**src/rtl/riscv_ctrl_pkg.sv**
```systemverilog
// Shared encodings for the multicycle RV32 control path: FSM states, opcodes,
// instruction classes and datapath selector codes.
package riscv_ctrl_pkg;

  typedef enum logic [2:0] {
    ST_IF  = 3'd0,
    ST_ID  = 3'd1,
    ST_EX  = 3'd2,
    ST_MEM = 3'd3,
    ST_WB  = 3'd4
  } state_t;

  localparam logic [6:0] OP_RTYPE  = 7'b0110011;
  localparam logic [6:0] OP_ITYPE  = 7'b0010011;
  localparam logic [6:0] OP_LOAD   = 7'b0000011;
  localparam logic [6:0] OP_STORE  = 7'b0100011;
  localparam logic [6:0] OP_BRANCH = 7'b1100011;
  localparam logic [6:0] OP_JAL    = 7'b1101111;
  localparam logic [6:0] OP_JALR   = 7'b1100111;
  localparam logic [6:0] OP_AUIPC  = 7'b0010111;

  localparam logic [2:0] F3_BEQ = 3'b000;
  localparam logic [2:0] F3_BLT = 3'b100;

  typedef enum logic [3:0] {
    CLS_RTYPE,
    CLS_ITYPE,
    CLS_LOAD,
    CLS_STORE,
    CLS_BEQ,
    CLS_BLT,
    CLS_JAL,
    CLS_JALR,
    CLS_AUIPC
  } cls_t;

  localparam logic [1:0] SRCA_PC    = 2'b00;
  localparam logic [1:0] SRCA_OLDPC = 2'b01;
  localparam logic [1:0] SRCA_RS1   = 2'b10;

  localparam logic [1:0] SRCB_RS2  = 2'b00;
  localparam logic [1:0] SRCB_FOUR = 2'b01;
  localparam logic [1:0] SRCB_IMM  = 2'b10;

  localparam logic [1:0] ALUOP_ADD    = 2'b00;
  localparam logic [1:0] ALUOP_BRANCH = 2'b01;
  localparam logic [1:0] ALUOP_FUNCT  = 2'b10;

  localparam logic [1:0] M2R_ALUOUT = 2'b00;
  localparam logic [1:0] M2R_MDR    = 2'b01;
  localparam logic [1:0] M2R_PC     = 2'b10;

  localparam logic [1:0] PCSRC_ALU    = 2'b00;
  localparam logic [1:0] PCSRC_ALUOUT = 2'b01;
  localparam logic [1:0] PCSRC_JALR   = 2'b10;

endpackage

```
**src/rtl/ctrl_class_decode.sv**
```systemverilog
// Combinational opcode/funct3 classifier; legal=0 flags anything the
// controller does not execute.
module ctrl_class_decode
  import riscv_ctrl_pkg::*;
(
  input  logic [6:0] opcode,
  input  logic [2:0] funct3,
  output cls_t       cls,
  output logic       legal
);

  always_comb begin
    cls   = CLS_RTYPE;
    legal = 1'b1;
    case (opcode)
      OP_RTYPE: cls = CLS_RTYPE;
      OP_ITYPE: cls = CLS_ITYPE;
      OP_LOAD:  cls = CLS_LOAD;
      OP_STORE: cls = CLS_STORE;
      OP_JAL:   cls = CLS_JAL;
      OP_JALR:  cls = CLS_JALR;
      OP_AUIPC: cls = CLS_AUIPC;
      OP_BRANCH: begin
        if (funct3 == F3_BEQ)      cls = CLS_BEQ;
        else if (funct3 == F3_BLT) cls = CLS_BLT;
        else                       legal = 1'b0;
      end
      default: legal = 1'b0;
    endcase
  end

endmodule

```
**src/rtl/multicycle_ctrl.sv**
```systemverilog
// Multicycle RV32 control FSM (IF/ID/EX/MEM/WB). Outputs depend on the state
// and the instruction class latched in ID, plus the few handshake inputs.
module multicycle_ctrl
  import riscv_ctrl_pkg::*;
(
  input  logic       clk,
  input  logic       rst,
  input  logic [6:0] opcode,
  input  logic [2:0] funct3,
  input  logic       zero,
  input  logic       lt,
  input  logic       mem_ready,
  output logic       PCWrite,
  output logic       IRWrite,
  output logic       RegWrite,
  output logic       MemRead,
  output logic       MemWrite,
  output logic       IorD,
  output logic [1:0] ALUsrcA,
  output logic [1:0] ALUsrcB,
  output logic [1:0] ALUop,
  output logic [1:0] MemtoReg,
  output logic [1:0] PCsrc,
  output logic [2:0] state,
  output logic       inst_done,
  output logic       illegal
);

  state_t state_q, state_d;
  cls_t   cls_q, cls_d;
  cls_t   dec_cls;
  logic   dec_legal;

  ctrl_class_decode u_decode (
    .opcode (opcode),
    .funct3 (funct3),
    .cls    (dec_cls),
    .legal  (dec_legal)
  );

  // NOTE: sequential state uses non-blocking assignments so every flop
  // samples the pre-edge values regardless of statement order.
  always_ff @(posedge clk) begin
    if (rst) begin
      state_q <= ST_IF;
      cls_q   <= CLS_RTYPE;
    end else begin
      state_q <= state_d;
      cls_q   <= cls_d;
    end
  end

  assign state = state_q;

  // NOTE: every output gets a default before the case so no path leaves a
  // signal unassigned, which would otherwise infer a latch.
  always_comb begin
    state_d   = ST_IF;
    cls_d     = cls_q;
    PCWrite   = 1'b0;
    IRWrite   = 1'b0;
    RegWrite  = 1'b0;
    MemRead   = 1'b0;
    MemWrite  = 1'b0;
    IorD      = 1'b0;
    ALUsrcA   = SRCA_PC;
    ALUsrcB   = SRCB_RS2;
    ALUop     = ALUOP_ADD;
    MemtoReg  = M2R_ALUOUT;
    PCsrc     = PCSRC_ALU;
    inst_done = 1'b0;
    illegal   = 1'b0;

    case (state_q)
      ST_IF: begin
        MemRead = 1'b1;
        ALUsrcB = SRCB_FOUR;
        IRWrite = mem_ready;
        PCWrite = mem_ready;
        state_d = mem_ready ? ST_ID : ST_IF;
      end

      // Branch/jal/auipc target is precomputed into ALUOut here.
      ST_ID: begin
        ALUsrcA = SRCA_OLDPC;
        ALUsrcB = SRCB_IMM;
        if (dec_legal) begin
          cls_d   = dec_cls;
          state_d = ST_EX;
        end else begin
          illegal = 1'b1;
          state_d = ST_IF;
        end
      end

      ST_EX: begin
        case (cls_q)
          CLS_RTYPE: begin
            ALUsrcA = SRCA_RS1;
            ALUop   = ALUOP_FUNCT;
            state_d = ST_WB;
          end
          CLS_ITYPE, CLS_JALR, CLS_LOAD, CLS_STORE: begin
            ALUsrcA = SRCA_RS1;
            ALUsrcB = SRCB_IMM;
            state_d = (cls_q == CLS_LOAD || cls_q == CLS_STORE) ? ST_MEM : ST_WB;
          end
          CLS_BEQ, CLS_BLT: begin
            ALUsrcA   = SRCA_RS1;
            ALUop     = ALUOP_BRANCH;
            PCsrc     = PCSRC_ALUOUT;
            PCWrite   = (cls_q == CLS_BEQ) ? zero : lt;
            inst_done = 1'b1;
          end
          CLS_JAL: begin
            RegWrite  = 1'b1;
            MemtoReg  = M2R_PC;
            PCWrite   = 1'b1;
            PCsrc     = PCSRC_ALUOUT;
            inst_done = 1'b1;
          end
          CLS_AUIPC: begin
            RegWrite  = 1'b1;
            inst_done = 1'b1;
          end
          default: state_d = ST_IF;
        endcase
      end

      ST_MEM: begin
        IorD = 1'b1;
        if (cls_q == CLS_STORE) begin
          MemWrite  = 1'b1;
          inst_done = mem_ready;
        end else begin
          MemRead = 1'b1;
        end
        if (!mem_ready)                state_d = ST_MEM;
        else if (cls_q == CLS_STORE)   state_d = ST_IF;
        else                           state_d = ST_WB;
      end

      ST_WB: begin
        RegWrite  = 1'b1;
        inst_done = 1'b1;
        case (cls_q)
          CLS_LOAD: MemtoReg = M2R_MDR;
          // Keep the EX operands so rs1+imm is still on the ALU result.
          CLS_JALR: begin
            MemtoReg = M2R_PC;
            PCWrite  = 1'b1;
            PCsrc    = PCSRC_JALR;
            ALUsrcA  = SRCA_RS1;
            ALUsrcB  = SRCB_IMM;
          end
          default: MemtoReg = M2R_ALUOUT;
        endcase
      end

      default: state_d = ST_IF;
    endcase

    if (rst) begin
      PCWrite   = 1'b0;
      IRWrite   = 1'b0;
      RegWrite  = 1'b0;
      MemWrite  = 1'b0;
      inst_done = 1'b0;
      illegal   = 1'b0;
    end
  end

endmodule

```
**config.mk**
```make
export PLATFORM = sky130hd
export DESIGN_NAME = multicycle_ctrl
export DESIGN_NICKNAME = d
export VERILOG_FILES = /design/src/rtl/riscv_ctrl_pkg.sv /design/src/rtl/ctrl_class_decode.sv /design/src/rtl/multicycle_ctrl.sv
export SDC_FILE = /design/constraint.sdc
export NUM_CORES = 1
export LEC_CHECK = 0
export BUFFER_PORTS_ARGS = -buffer_cell sky130_fd_sc_hd__buf_2
export CAP_MARGIN = 20
export CORE_MARGIN = 2
export CORE_UTILIZATION = 48
export DETAILED_ROUTE_END_ITERATION = 16
export GPL_TIMING_DRIVEN = 0
export HOLD_SLACK_MARGIN = 0.08
export PLACE_DENSITY = 0.84
export SLEW_MARGIN = 20
export SYNTH_ARGS = -nofsm -noshare
export SYNTH_HDL_FRONTEND = slang
export SYNTH_SLANG_ARGS = --single-unit
export TNS_END_PERCENT = 1
```
**constraint.sdc**
```tcl
create_clock -name clk -period 3.02 [get_ports clk]
set_clock_uncertainty 0.15 [all_clocks]
set_input_delay 0.302 -clock clk [delete_from_list [all_inputs] [get_ports clk]]
set_output_delay 0.302 -clock clk [all_outputs]
set_load 0.005 [all_outputs]
```
# == Word-level counts from Yosys, hierarchy flattened ==
# Cells that the tools add are included.
# classes
n_eq_ne,21
mux,48
n_reduce_logical,12
# ops
operator,count
$pmux W4 S7,1
$mux W1,22
$eq A7 B7 Y1 const B,3
$eq A4 B3 Y1 const B,4
$pmux W2 S2,4
$eq A7 B5 Y1 const B,2
$eq A7 B6 Y1 const B,2
$reduce_or A7 Y1,2
$mux W2,6
$mux W3,4
$pmux W3 S4,1
$eq A4 B2 Y1 const B,2
$pmux W1 S2,4
$pmux W2 S4,1
$reduce_or A4 Y1,2
$eq A7 B2 Y1 const B,1
$eq A3 B2 Y1 const B,2
$eq A3 B3 Y1 const B,2
$logic_not A3 Y1,2
$pmux W1 S3,2
$pmux W2 S3,1
$pmux W3 S2,1
$eq A4 B1 Y1 const B,1
$eq A4 B4 Y1 const B,1
other kinds (7),8
# totals
regBits,7

# == Logic depth before layout (Yosys ltp) ==
# depth
depth_word,7
depth_mapped,8
depth_no_buf,7

# == Cells and area by module ==
# From an unflattened synthesis, not the netlist that was laid out.
# hier_totals
hier_cells,98
area_unflattened_um2,764.5
# modules_own_cells
mod,instances,cells_each,area_each_um2
multicycle_ctrl,1,80,634.4
ctrl_class_decode,1,18,130.1

# == Least setup slack after synthesis ==
# OpenSTA, ideal clock, no wires.
# synth_timing
path_kind,reg-to-output
from,"register state_q[2], in the netlist state[2]"
to,output port PCWrite
arrival_ns,1.471
path_slack_ns,1.097
stages_incl_launch_ff,7
path_buffers,1
path_cell_list,dfxtp_1 buf_6 nand2b_1 nor3_4 nand2_2 o311a_1 a2111oi_2
# synth_via
elab_chain_len,3
# synth_rtl
item,line,rtl
"start, declared",multicycle_ctrl.sv:29,"state_t state_q, state_d;"
"start signal, assigned",multicycle_ctrl.sv:48,state_q <= state_d;
"$eq A3 B3 Y1, or another cell as far along",multicycle_ctrl.sv:74,case (state_q)
$pmux W1 S3 *,multicycle_ctrl.sv:74,
$mux W1 *,multicycle_ctrl.sv:163,if (rst) begin
"end, declared",multicycle_ctrl.sv:13,"output logic PCWrite,"
# Every way passes the cells marked *; elsewhere a longest branch is shown, timed or not.

# == Worst setup path after layout ==
# layout_timing
from,"register state_q[1], in the netlist state[1]"
to,output port PCWrite
# Same word-level chain as after synthesis.

==> run metrics <==
Synth async-reset ratio 0%; Hold Path Depth 3; CP cell instances nand2b_1 > or3_1 > or2_1 > o311a_1 > a2111oi_2 > buf_2; Post-Syn Nets 118; Largest stage delay, worst path 0.37 ns; root buf cell clkbuf_4; DR pass1 iterations 4; Post-CTS Hold Fix Bufs 0; Post-Syn Instances 103; warnings from Yosys 0; Final period util 79.1%; Hold Violations, Final 0; highest clock rate 419 MHz; Slew HR 71.2%; setup TNS 0 ns; post-cts sizing count 0; Net count, final 158; clk_lat worst skew 0.25 ns; crit end category primary output; first-pass GRT wire length 3130 um; CP startpoint kind register; drc violations 0; drt via density 5.66; wire per inst 12.3 um; post-synthesis average cell area 6.92 um^2; gpl congestion 0.910; number of max-slew violations in the final report 0; Routed Antenna Nets 0; vias 889; WP data required 2.57 ns; fin crit period 2.39 ns; Non-Filler Instances 157; placed cell count 153; Register-to-Register Setup Slack 1.31 ns; Seq pwr share 42.0%; number of library cell types mapped by synthesis 42; most frequent cells in the layout 36 x buf_2, 14 x nand2_1, 11 x nor2_1; register area share after synthesis 19.6%; worst min path class in -> reg; mapped cell area 713 um^2; RR Endpoint cls_q[1]$_SDFFE_PP0P_; sw power 59.5 uW; RSZ-0062 raised after global routing no; crit path max fanout 7; Detail Placement HPWL 1580 um; clock group share of total power 37.1%; I/O pin total 36; slowest CP cell dfxtp_1; Tot GR Track Use 21.6%; Hold Startpoint mem_ready; leakage power 0.000443 uW; Die ar. 1810 um^2; reg-to-reg startpoint state[2]$_SDFF_PP0_; kind of critical path reg -> out; P_int 165 uW; total CTS buffers 3; Worst IR Drop VDD 198 uV; gr ovfl total 0; dominant synthesized flop cell dfxtp_1; area occupied by multi-input gates 515 um^2; ant diodes 0; Reg clk slew, reported paths 0.05 ns; layout cell share with drive strength beyond 1 35.2%; Yosys reg bits 7; CORE AREA 1350 um^2; most common cell after layout, fill and taps aside buf_2; cell family with most CP delay simple AND/OR/NAND/NOR gates; initial cell density of the core 52.8%; number of port buffers 35; TritonCTS clock tree built; Rows 13; FF/Latch Area 140 um^2; Switching Fraction 26.5%; final setup vio count 0; Worst Hold End state[0]$_SDFF_PP0_; Worst-Margin Slew 0.433 ns; initial antenna violation count 0; # H-tree levels 1; Crit path arrival time 1.94 ns; combinational power share 20.8%; Pwr Density 240 nW/um^2; Die X 42.5 um; number of global-route vias before repair 760; Die Height 42.5 um; max-cap violations 0; largest net degree at the start of global routing 11; Syn-to-layout area delta 30.9%; Post-synth EDFFs 0; Buf/Inv on CP 1; clk sinks 7; fill count 129; DR iter-0 viols 30; Routed WL 1930 um; clock buffer depth 2; R2R depth 8; postcts setup bufs 0; status finished, final reports clean
[stage by stage]
stage | hold WS, ns | power, uW | instance area [um^2] | utilization [%] | worst slack, ns
2_1_floorplan | 0.338 | 120 | 713 | - | 1.10
3_3_place_gp | 0.407 | 142 | 907 | 67.2 | 0.921
3_5_place_dp | 0.402 | 143 | 907 | 67.2 | 0.909
4_1_cts | 0.281 | 224 | 933 | 69.1 | 0.641
5_1_grt | 0.287 | 234 | 933 | 69.1 | 0.515
6_report | 0.289 | 224 | 933 | 69.1 | 0.632
[state kept, by name, summed over array words and instances (netlist names)]
signal,flops
cls_q,4
state,3
[cells by family after synthesis]
| family | share of synthesized area (%) |
|---|---|
| and+or+nand+nor | 41.6 |
| buffers and inverters | 8.07 |
| DFF | 19.6 |
| AOI/OAI and AO/OA | 30.7 |
[area by class of cell]
cell class	count	share of cell area, %
repair buffers	35	18.8
plain buffers	6	4.16
clock buffers	4	2.82
flip-flops and latches	7	15.0
inverters	5	2.01
well taps	15	2.01
multi-input cells	85	55.2
[layer usage]
layer | up-vias | global-route usage [%] | share of wire, %
met1 | 395 | 29.7 | 45
met3 | 2 | 1.29 | 5.0
met5 | - | 0 | 0
met4 | 0 | 7.50 | 0.31
li1 | 458 | - | -
met2 | 34 | 35.4 | 49
[power groups by stage]
stage / sequential, uW / clock, uW / combinational (uW)
floorplan: 96.3 / 0 / 23.5
global placement: 96.2 / 0 / 45.5
detailed placement: 96.2 / 0 / 46.5
CTS: 94.3 / 83.4 / 46.7
global route: 94.4 / 87.4 / 51.7
finish: 94.3 / 83.3 / 46.7
[cell usage after synthesis (2+ instances only)]
| cell type | n | area (um^2) |
|---|---|---|
| nor4_1 | 2 | 12.5 |
| inv_1 | 5 | 18.8 |
| nand2_1 | 14 | 52.6 |
| buf_4 | 2 | 15.0 |
| a21oi_1 | 8 | 40.0 |
| nor3_1 | 7 | 35.0 |
| dfxtp_1 | 7 | 140 |
| clkbuf_1 | 2 | 7.51 |
| a211oi_1 | 3 | 22.5 |
| a31oi_1 | 2 | 12.5 |
| nand3_1 | 2 | 10.0 |
| o21ai_0 | 4 | 20.0 |
| nand2b_1 | 4 | 25.0 |
| nor2_1 | 11 | 41.3 |
| o31ai_1 | 3 | 22.5 |
[how the worst max path moves through the flow]
stage | start | cells past startpoint | to | slack (ns)
CTS | state[1]$_SDFF_PP0_ | 6 | PCWrite | 0.64
global route | state[2]$_SDFF_PP0_ | 7 | PCWrite | 0.52
global placement | state[2]$_SDFF_PP0_ | 7 | PCWrite | 0.92
floorplan | state[2]$_SDFF_PP0_ | 6 | PCWrite | 1.10
detailed placement | state[1]$_SDFF_PP0_ | 6 | PCWrite | 0.91
finish | state[1]$_SDFF_PP0_ | 6 | PCWrite | 0.63
[worst reg2reg max path, cell delays in order (launching register included)]
cell and delay (ns):
dfxtp_1 0.31, buf_6 0.13, nor2_1 0.09, nand2_1 0.10, inv_1 0.13, nand2_1 0.11, o21bai_4 0.21, and2_1 0.16
a211oi_1 0.23
(Power assumes the default switching activity.)
